==> config.mk <==
export PLATFORM = sky130hd
export DESIGN_NAME = axi_read_arbiter
export DESIGN_NICKNAME = d
export VERILOG_FILES = /design/src/rtl/axi_read_arbiter_pkg.sv /design/src/rtl/axi_read_arbiter_rr_arbiter.sv /design/src/rtl/axi_read_arbiter.sv
export SDC_FILE = /design/constraint.sdc
export NUM_CORES = 1
export LEC_CHECK = 0
export BUFFER_PORTS_ARGS = -buffer_cell sky130_fd_sc_hd__buf_2
export CAP_MARGIN = 20
export CORE_AREA = 2 2 119 121
export DETAILED_ROUTE_END_ITERATION = 16
export DIE_AREA = 0 0 121 123
export PLACE_DENSITY_LB_ADDON = 0.05
export SYNTH_ARGS = -nofsm -noshare
export SYNTH_HDL_FRONTEND = slang
export SYNTH_SLANG_ARGS = --single-unit
==> constraint.sdc <==
create_clock -name clk -period 1.5 [get_ports clk]
set_input_delay 0.075 -clock clk [delete_from_list [all_inputs] [get_ports clk]]
set_output_delay 0.075 -clock clk [all_outputs]
set_load 0.05 [all_outputs]
==> src/rtl/axi_read_arbiter_pkg.sv <==
// rtl/axi_read_arbiter_pkg.sv - shared AXI encodings and AR payload type for the read arbiter
// Purpose: AXI burst/response encodings, the AR payload struct and the AR FSM state type.
// Ports: none (package).
package axi_read_arbiter_pkg;

  localparam logic [1:0] AXI_BURST_FIXED = 2'b00;
  localparam logic [1:0] AXI_BURST_INCR  = 2'b01;
  localparam logic [1:0] AXI_BURST_WRAP  = 2'b10;

  localparam logic [1:0] AXI_RESP_OKAY   = 2'b00;
  localparam logic [1:0] AXI_RESP_EXOKAY = 2'b01;
  localparam logic [1:0] AXI_RESP_SLVERR = 2'b10;
  localparam logic [1:0] AXI_RESP_DECERR = 2'b11;

  // Payload fields are sized for the widest supported configuration;
  // instances zero-extend into them and slice back out.
  localparam int AXI_MAX_ADDR_WIDTH = 64;
  localparam int AXI_MAX_ID_WIDTH   = 16;

  typedef struct packed {
    logic [AXI_MAX_ADDR_WIDTH-1:0] addr;
    logic [AXI_MAX_ID_WIDTH-1:0]   id;
    logic [7:0]                    len;
    logic [2:0]                    size;
    logic [1:0]                    burst;
  } axi_ar_payload_t;

  typedef enum logic {
    AR_IDLE  = 1'b0,
    AR_ISSUE = 1'b1
  } ar_state_t;

endpackage

==> src/rtl/axi_read_arbiter_rr_arbiter.sv <==
// rtl/axi_read_arbiter_rr_arbiter.sv - requester selection for the AXI read arbiter
// Purpose: picks one requester from an eligible mask. With AXI_RARB_RR_EN defined the
//          search is round-robin from an internal pointer that moves to winner+1 on each
//          advance; otherwise the lowest index wins and no pointer is built.
// Ports: clk, rst (async, active-high); req (eligible mask); advance (grant taken);
//        grant (one-hot), grant_idx (binary), grant_valid.
module rr_arbiter #(
  parameter int REQ_NUM   = 2,
  parameter int IDX_WIDTH = 1
) (
  input  logic                 clk,
  input  logic                 rst,
  input  logic [REQ_NUM-1:0]   req,
  input  logic                 advance,
  output logic [REQ_NUM-1:0]   grant,
  output logic [IDX_WIDTH-1:0] grant_idx,
  output logic                 grant_valid
);

`ifdef AXI_RARB_RR_EN
  logic [IDX_WIDTH-1:0] ptr;

  always_comb begin
    int j;
    j           = 0;
    grant       = '0;
    grant_idx   = '0;
    grant_valid = 1'b0;
    for (int i = 0; i < REQ_NUM; i++) begin
      j = (int'(ptr) + i) % REQ_NUM;
      if (!grant_valid && req[j]) begin
        grant[j]    = 1'b1;
        grant_idx   = IDX_WIDTH'(j);
        grant_valid = 1'b1;
      end
    end
  end

  always_ff @(posedge clk or posedge rst) begin
    if (rst) begin
      ptr <= '0;
    end else if (advance && grant_valid) begin
      ptr <= IDX_WIDTH'((int'(grant_idx) + 1) % REQ_NUM);
    end
  end
`else
  always_comb begin
    grant       = '0;
    grant_idx   = '0;
    grant_valid = 1'b0;
    for (int i = 0; i < REQ_NUM; i++) begin
      if (!grant_valid && req[i]) begin
        grant[i]    = 1'b1;
        grant_idx   = IDX_WIDTH'(i);
        grant_valid = 1'b1;
      end
    end
  end

  logic unused_ok;
  assign unused_ok = ^{clk, rst, advance};
`endif

endmodule

==> src/rtl/axi_read_arbiter.sv <==
// rtl/axi_read_arbiter.sv - shares one AXI read port between REQ_NUM upstream masters
// Purpose: grants one AR at a time (IDLE/ISSUE FSM), tags m_ar_id with the requester
//          index, limits each requester to MAX_OUTSTANDING bursts, and routes R beats
//          back by the index field of m_r_id. Arbitration mode set by AXI_RARB_RR_EN.
// Ports: clk, rst (async, active-high); s_ar_* per-requester AR; s_r_* routed R;
//        m_ar_* downstream AR; m_r_* downstream R; err_bad_id sticky bad-index flag.
module axi_read_arbiter
  import axi_read_arbiter_pkg::*;
#(
  parameter int REQ_NUM         = 2,
  parameter int ID_WIDTH        = 4,
  parameter int ADDR_WIDTH      = 32,
  parameter int DATA_WIDTH      = 64,
  parameter int MAX_OUTSTANDING = 2,
  localparam int IDX_WIDTH      = (REQ_NUM > 1) ? $clog2(REQ_NUM) : 1
) (
  input  logic                                 clk,
  input  logic                                 rst,
  input  logic [REQ_NUM-1:0]                   s_ar_valid,
  output logic [REQ_NUM-1:0]                   s_ar_ready,
  input  logic [REQ_NUM-1:0][ADDR_WIDTH-1:0]   s_ar_addr,
  input  logic [REQ_NUM-1:0][ID_WIDTH-1:0]     s_ar_id,
  input  logic [REQ_NUM-1:0][7:0]              s_ar_len,
  input  logic [REQ_NUM-1:0][2:0]              s_ar_size,
  input  logic [REQ_NUM-1:0][1:0]              s_ar_burst,
  output logic [REQ_NUM-1:0]                   s_r_valid,
  input  logic [REQ_NUM-1:0]                   s_r_ready,
  output logic [DATA_WIDTH-1:0]                s_r_data,
  output logic [1:0]                           s_r_resp,
  output logic                                 s_r_last,
  output logic [ID_WIDTH-1:0]                  s_r_id,
  output logic                                 m_ar_valid,
  input  logic                                 m_ar_ready,
  output logic [ADDR_WIDTH-1:0]                m_ar_addr,
  output logic [ID_WIDTH+IDX_WIDTH-1:0]        m_ar_id,
  output logic [7:0]                           m_ar_len,
  output logic [2:0]                           m_ar_size,
  output logic [1:0]                           m_ar_burst,
  input  logic                                 m_r_valid,
  output logic                                 m_r_ready,
  input  logic [DATA_WIDTH-1:0]                m_r_data,
  input  logic [1:0]                           m_r_resp,
  input  logic                                 m_r_last,
  input  logic [ID_WIDTH+IDX_WIDTH-1:0]        m_r_id,
  output logic                                 err_bad_id
);

  localparam int CNT_W = $clog2(MAX_OUTSTANDING + 1);

  ar_state_t                        state;
  axi_ar_payload_t                  ar_q;
  axi_ar_payload_t                  sel_pl;
  logic [IDX_WIDTH-1:0]             ar_idx_q;
  logic [REQ_NUM-1:0][CNT_W-1:0]    cnt;
  logic [REQ_NUM-1:0]               eligible;
  logic [REQ_NUM-1:0]               grant;
  logic [IDX_WIDTH-1:0]             grant_idx;
  logic                             grant_valid;
  logic                             take;
  logic [IDX_WIDTH-1:0]             r_idx;
  logic                             r_bad;
  logic                             r_hs;

  always_comb begin
    for (int i = 0; i < REQ_NUM; i++) begin
      eligible[i] = s_ar_valid[i] && (cnt[i] < CNT_W'(MAX_OUTSTANDING));
    end
  end

  rr_arbiter #(
    .REQ_NUM   (REQ_NUM),
    .IDX_WIDTH (IDX_WIDTH)
  ) u_arb (
    .clk         (clk),
    .rst         (rst),
    .req         (eligible),
    .advance     (take),
    .grant       (grant),
    .grant_idx   (grant_idx),
    .grant_valid (grant_valid)
  );

  // A grant is only offered in IDLE; since the winner was eligible, its
  // valid is already high, so ready doubles as the handshake strobe.
  assign take       = !rst && (state == AR_IDLE) && grant_valid;
  assign s_ar_ready = take ? grant : '0;

  always_comb begin
    sel_pl = '0;
    for (int i = 0; i < REQ_NUM; i++) begin
      if (grant[i]) begin
        sel_pl.addr  = AXI_MAX_ADDR_WIDTH'(s_ar_addr[i]);
        sel_pl.id    = AXI_MAX_ID_WIDTH'(s_ar_id[i]);
        sel_pl.len   = s_ar_len[i];
        sel_pl.size  = s_ar_size[i];
        sel_pl.burst = s_ar_burst[i];
      end
    end
  end

  always_ff @(posedge clk or posedge rst) begin
    if (rst) begin
      state      <= AR_IDLE;
      m_ar_valid <= 1'b0;
      ar_q       <= '0;
      ar_idx_q   <= '0;
    end else begin
      case (state)
        AR_IDLE: begin
          if (grant_valid) begin
            ar_q       <= sel_pl;
            ar_idx_q   <= grant_idx;
            m_ar_valid <= 1'b1;
            state      <= AR_ISSUE;
          end
        end
        AR_ISSUE: begin
          if (m_ar_ready) begin
            m_ar_valid <= 1'b0;
            state      <= AR_IDLE;
          end
        end
        default: state <= AR_IDLE;
      endcase
    end
  end

  assign m_ar_addr  = ar_q.addr[ADDR_WIDTH-1:0];
  assign m_ar_id    = {ar_idx_q, ar_q.id[ID_WIDTH-1:0]};
  assign m_ar_len   = ar_q.len;
  assign m_ar_size  = ar_q.size;
  assign m_ar_burst = ar_q.burst;

  logic unused_ar_bits;
  assign unused_ar_bits = ^ar_q;

  // R path: pure routing on the index field of the downstream ID.
  assign r_idx = m_r_id[ID_WIDTH +: IDX_WIDTH];
  assign r_bad = int'(r_idx) >= REQ_NUM;

  always_comb begin
    m_r_ready = r_bad;  // beats with an unknown index are drained and dropped
    for (int i = 0; i < REQ_NUM; i++) begin
      s_r_valid[i] = m_r_valid && (r_idx == IDX_WIDTH'(i));
      if (r_idx == IDX_WIDTH'(i)) begin
        m_r_ready = s_r_ready[i];
      end
    end
  end

  assign r_hs     = m_r_valid && m_r_ready;
  assign s_r_data = m_r_data;
  assign s_r_resp = m_r_resp;
  assign s_r_last = m_r_last;
  assign s_r_id   = m_r_id[ID_WIDTH-1:0];

  always_ff @(posedge clk or posedge rst) begin
    if (rst) begin
      cnt <= '0;
    end else begin
      for (int i = 0; i < REQ_NUM; i++) begin
        logic inc;
        logic dec;
        inc = s_ar_ready[i];
        dec = r_hs && m_r_last && !r_bad && (r_idx == IDX_WIDTH'(i));
        if (inc && !dec) begin
          cnt[i] <= cnt[i] + CNT_W'(1);
        end else if (dec && !inc && (cnt[i] != '0)) begin
          cnt[i] <= cnt[i] - CNT_W'(1);
        end
      end
    end
  end

  always_ff @(posedge clk or posedge rst) begin
    if (rst) begin
      err_bad_id <= 1'b0;
    end else if (m_r_valid && r_bad) begin
      err_bad_id <= 1'b1;
    end
  end

endmodule

==> metrics.csv <==
metric;value;unit
CP Capture Type;output pin;
Critical Path Source Type;register;
Worst path top cell family by delay;flip-flops;
register area share after synthesis;45.45;%
die width;121;um
slowest CP cell;dfrtp_2;
CP Class;reg2out;
Starting Density;22.65;%
Yosys cell types;25;
adder-cell share of the synthesized area;0;%
Antenna Cells;0;
Final min period;1449;ps
met3 GRT Util;4.244;%
Pleak;1.872;nW
vias in the first global route;2472;
arrival time at the worst endpoint;1370;ps
DIE HEIGHT;123;um
DP HPWL;6369;um
max incr delay on CP;470;ps
gr ovfl total;0;
# clock sinks;56;
ys async rst share;100.0;%
final-layout fill cell count;1440;
FF/Latch Area;0.001404;mm^2
Final Cell Area;0.003970;mm^2
Post-synth EDFFs;0;
Mapped Area;0.003083;mm^2
final setup vio count;0;
Core Util, Final;29.17;%
Mapped Avg Cell Area;9.230;um^2
initial antenna violation count;0;
Worst R2R Setup Slack;80;ps
final period utilization;96.58;%
global-route wire length before repair;12810;um
type of the worst min-delay path;in2reg;
Synth Area in Compound Gates;21.59;%
H-tree depth;2;
met2 usage;17.10;%
commonest non-fill, non-tap cell in the layout;buf_2;
Synth Area in XOR/XNOR;0.2841;%
Post-synth top flop;dfrtp_1;
setup slack after layout;51.30;ps
Overall Global Routing Usage;11.06;%
VDD IR-drop max;0.9909;mV
simple-gate share of the synthesized area;10.11;%
post-route ant nets;0;
# rows;43;
final hold slack;42.09;ps
main combinational cell family by area after synthesis;compound AO/OA/AOI/OAI gates;
die area;0.01488;mm^2
Placer Congestion;0.6601;
Core Region;0.01361;mm^2
worst hold path startpoint;m_ar_ready;
Final Max Slew Viols;0;
Worst Hold Endpoint;state$_DFF_PP0_;
FF-to-FF End;m_ar_addr[28]$_DFFE_PP0P_;
CTS tree;done;
root buffer cell;clkbuf_16;
Area Overhead vs Synth;28.77;%
unrepaired setup endpoints after global routing;yes;
Synthesis Warnings;0;
status;finished clean;
Layout Nets;611;
clk_lat worst skew;300;ps
most frequent cells in the layout;buf_2 (162), dfrtp_1 (54), nor2_1 (52);
deepest clock path buffer count;2;
hold path depth;3;
CP bufs+invs;2;
Via Count;2655;
Fmax;0.6903;GHz
drt initial violations;76;
Power Dens Cells;2456;mW/mm^2
cell chain of the critical path;nor4b_4 -> buf_4 -> buf_8;
Worst R2R Start;cnt[3]$_DFFE_PP0P_;
busiest grt layer;met2;
Worst Reg-to-Reg Cells;6;
PortBufs;164;
WL final;8652;um
CP max FO;5;
clk slew on worst S/H paths;70;ps
clk_skew;6.484;ps
layout cell share with drive strength beyond 1;47.47;%
WL/cell;14.09;um
Max Cap Violations;0;
largest net degree at the start of global routing;46;
area of the multi-input gates;0.001079;mm^2
Post-Place Cell Area;0.003662;mm^2
I/O Pins;306;
DRT Pass-1 Iters;4;
Post-Syn Instances;334;
synthesized net count;512;
CTS buffer count;5;
Worst Path Required;1420;ps
met1 GRT Util;13.74;%
synthesized flop and latch total;56;
Remaining DRCs;0;
Vias/cell;4.324;
post-synthesis mux area share;1.096;%
final hold vios;0;
pre-CTS setup slack;22.97;ps
[where the power goes]
| group | total [mW] | internal, mW | switching [mW] |
|---|---|---|---|
| logic | 5.70 | 1.57 | 4.12 |
| clock network | 1.34 | 0.788 | 0.552 |
| registers | 2.71 | 2.30 | 0.410 |
[tightest hold or removal path: stages]
cell	delay, ps
buf_2	80
nand2_1	60
o21a_1	100
[kinds of logic after synthesis]
family                    Yosys count
DFF                                56
AOI/OAI and AO/OA                 106
xor gates and xnor gates            1
buffers and inverters              98
and+or+nand+nor                    69
other                               1
muxes                               3
[cell type report]
| class | count | share of cell area (%) |
|---|---|---|
| tap | 180 | 5.673 |
| clock buffer | 6 | 3.246 |
| clock inverter | 2 | 0.8824 |
| timing repair buffer | 186 | 27.29 |
| inverter | 4 | 0.3782 |
| sequential | 56 | 35.36 |
| multi-input combinational | 180 | 27.17 |
[Yosys cell counts (3+ instances only)]
cell type  instances  area (um^2)
buf_4             73        548.0
dfrtp_1           56         1401
nor2_1            53        198.9
a21oi_1           50        250.2
a22oi_1           49        367.9
buf_2             13        65.06
clkbuf_1           8        30.03
nand2_1            5        18.77
inv_1              4        15.01
mux2_2             3        33.78
[sequential cells by signal (all words and copies together), names as in the netlist]
| register | count |
|---|---|
| ar_idx_q | 1 |
| cnt | 4 |
| m_ar_addr | 32 |
| m_ar_burst | 2 |
| m_ar_id | 4 |
| m_ar_len | 8 |
| m_ar_size | 3 |
| m_ar_valid | 1 |
| state | 1 |
[routing by layer]
metal,share of wire [%],vias up
li1,-,1282
met1,43,1214
met2,46,123
met3,9.1,36
met4,2.6,0
met5,0,-
[repair_timing]
action / in CTS / in global routing
hold endpoints to repair: 56 / 0
gates cloned: 0 / 1
endpoints found under the setup margin: 2 / 34
pin swaps: 1 / 3
hold buffers: 1 / 0
setup buffers: 2 / 6
gates resized for setup: 8 / 5
[metrics by stage]
step	setup TNS [ps]	instances	total power, mW
after floorplan	-779.5	334	7.291
after global placement	0	596	8.290
after detailed placement	0	596	8.319
after CTS	-1.287	607	9.760
after global routing	-62.15	614	10.42
final	0	614	9.749
[worst max path at each step]
stage / end / start / cells past startpoint
global placement: m_ar_addr[5]$_DFFE_PP0P_ / cnt[3]$_DFFE_PP0P_ / 5
CTS: s_ar_ready[1] / cnt[3]$_DFFE_PP0P_ / 4
finish: s_ar_ready[0] / cnt[1]$_DFFE_PP0P_ / 3
detailed placement: m_ar_addr[3]$_DFFE_PP0P_ / cnt[3]$_DFFE_PP0P_ / 5
floorplan: cnt[0]$_DFFE_PP0P_ / state$_DFF_PP0_ / 4
global route: s_ar_ready[0] / cnt[1]$_DFFE_PP0P_ / 3
Note: power is estimated with default switching activity, not from simulation.
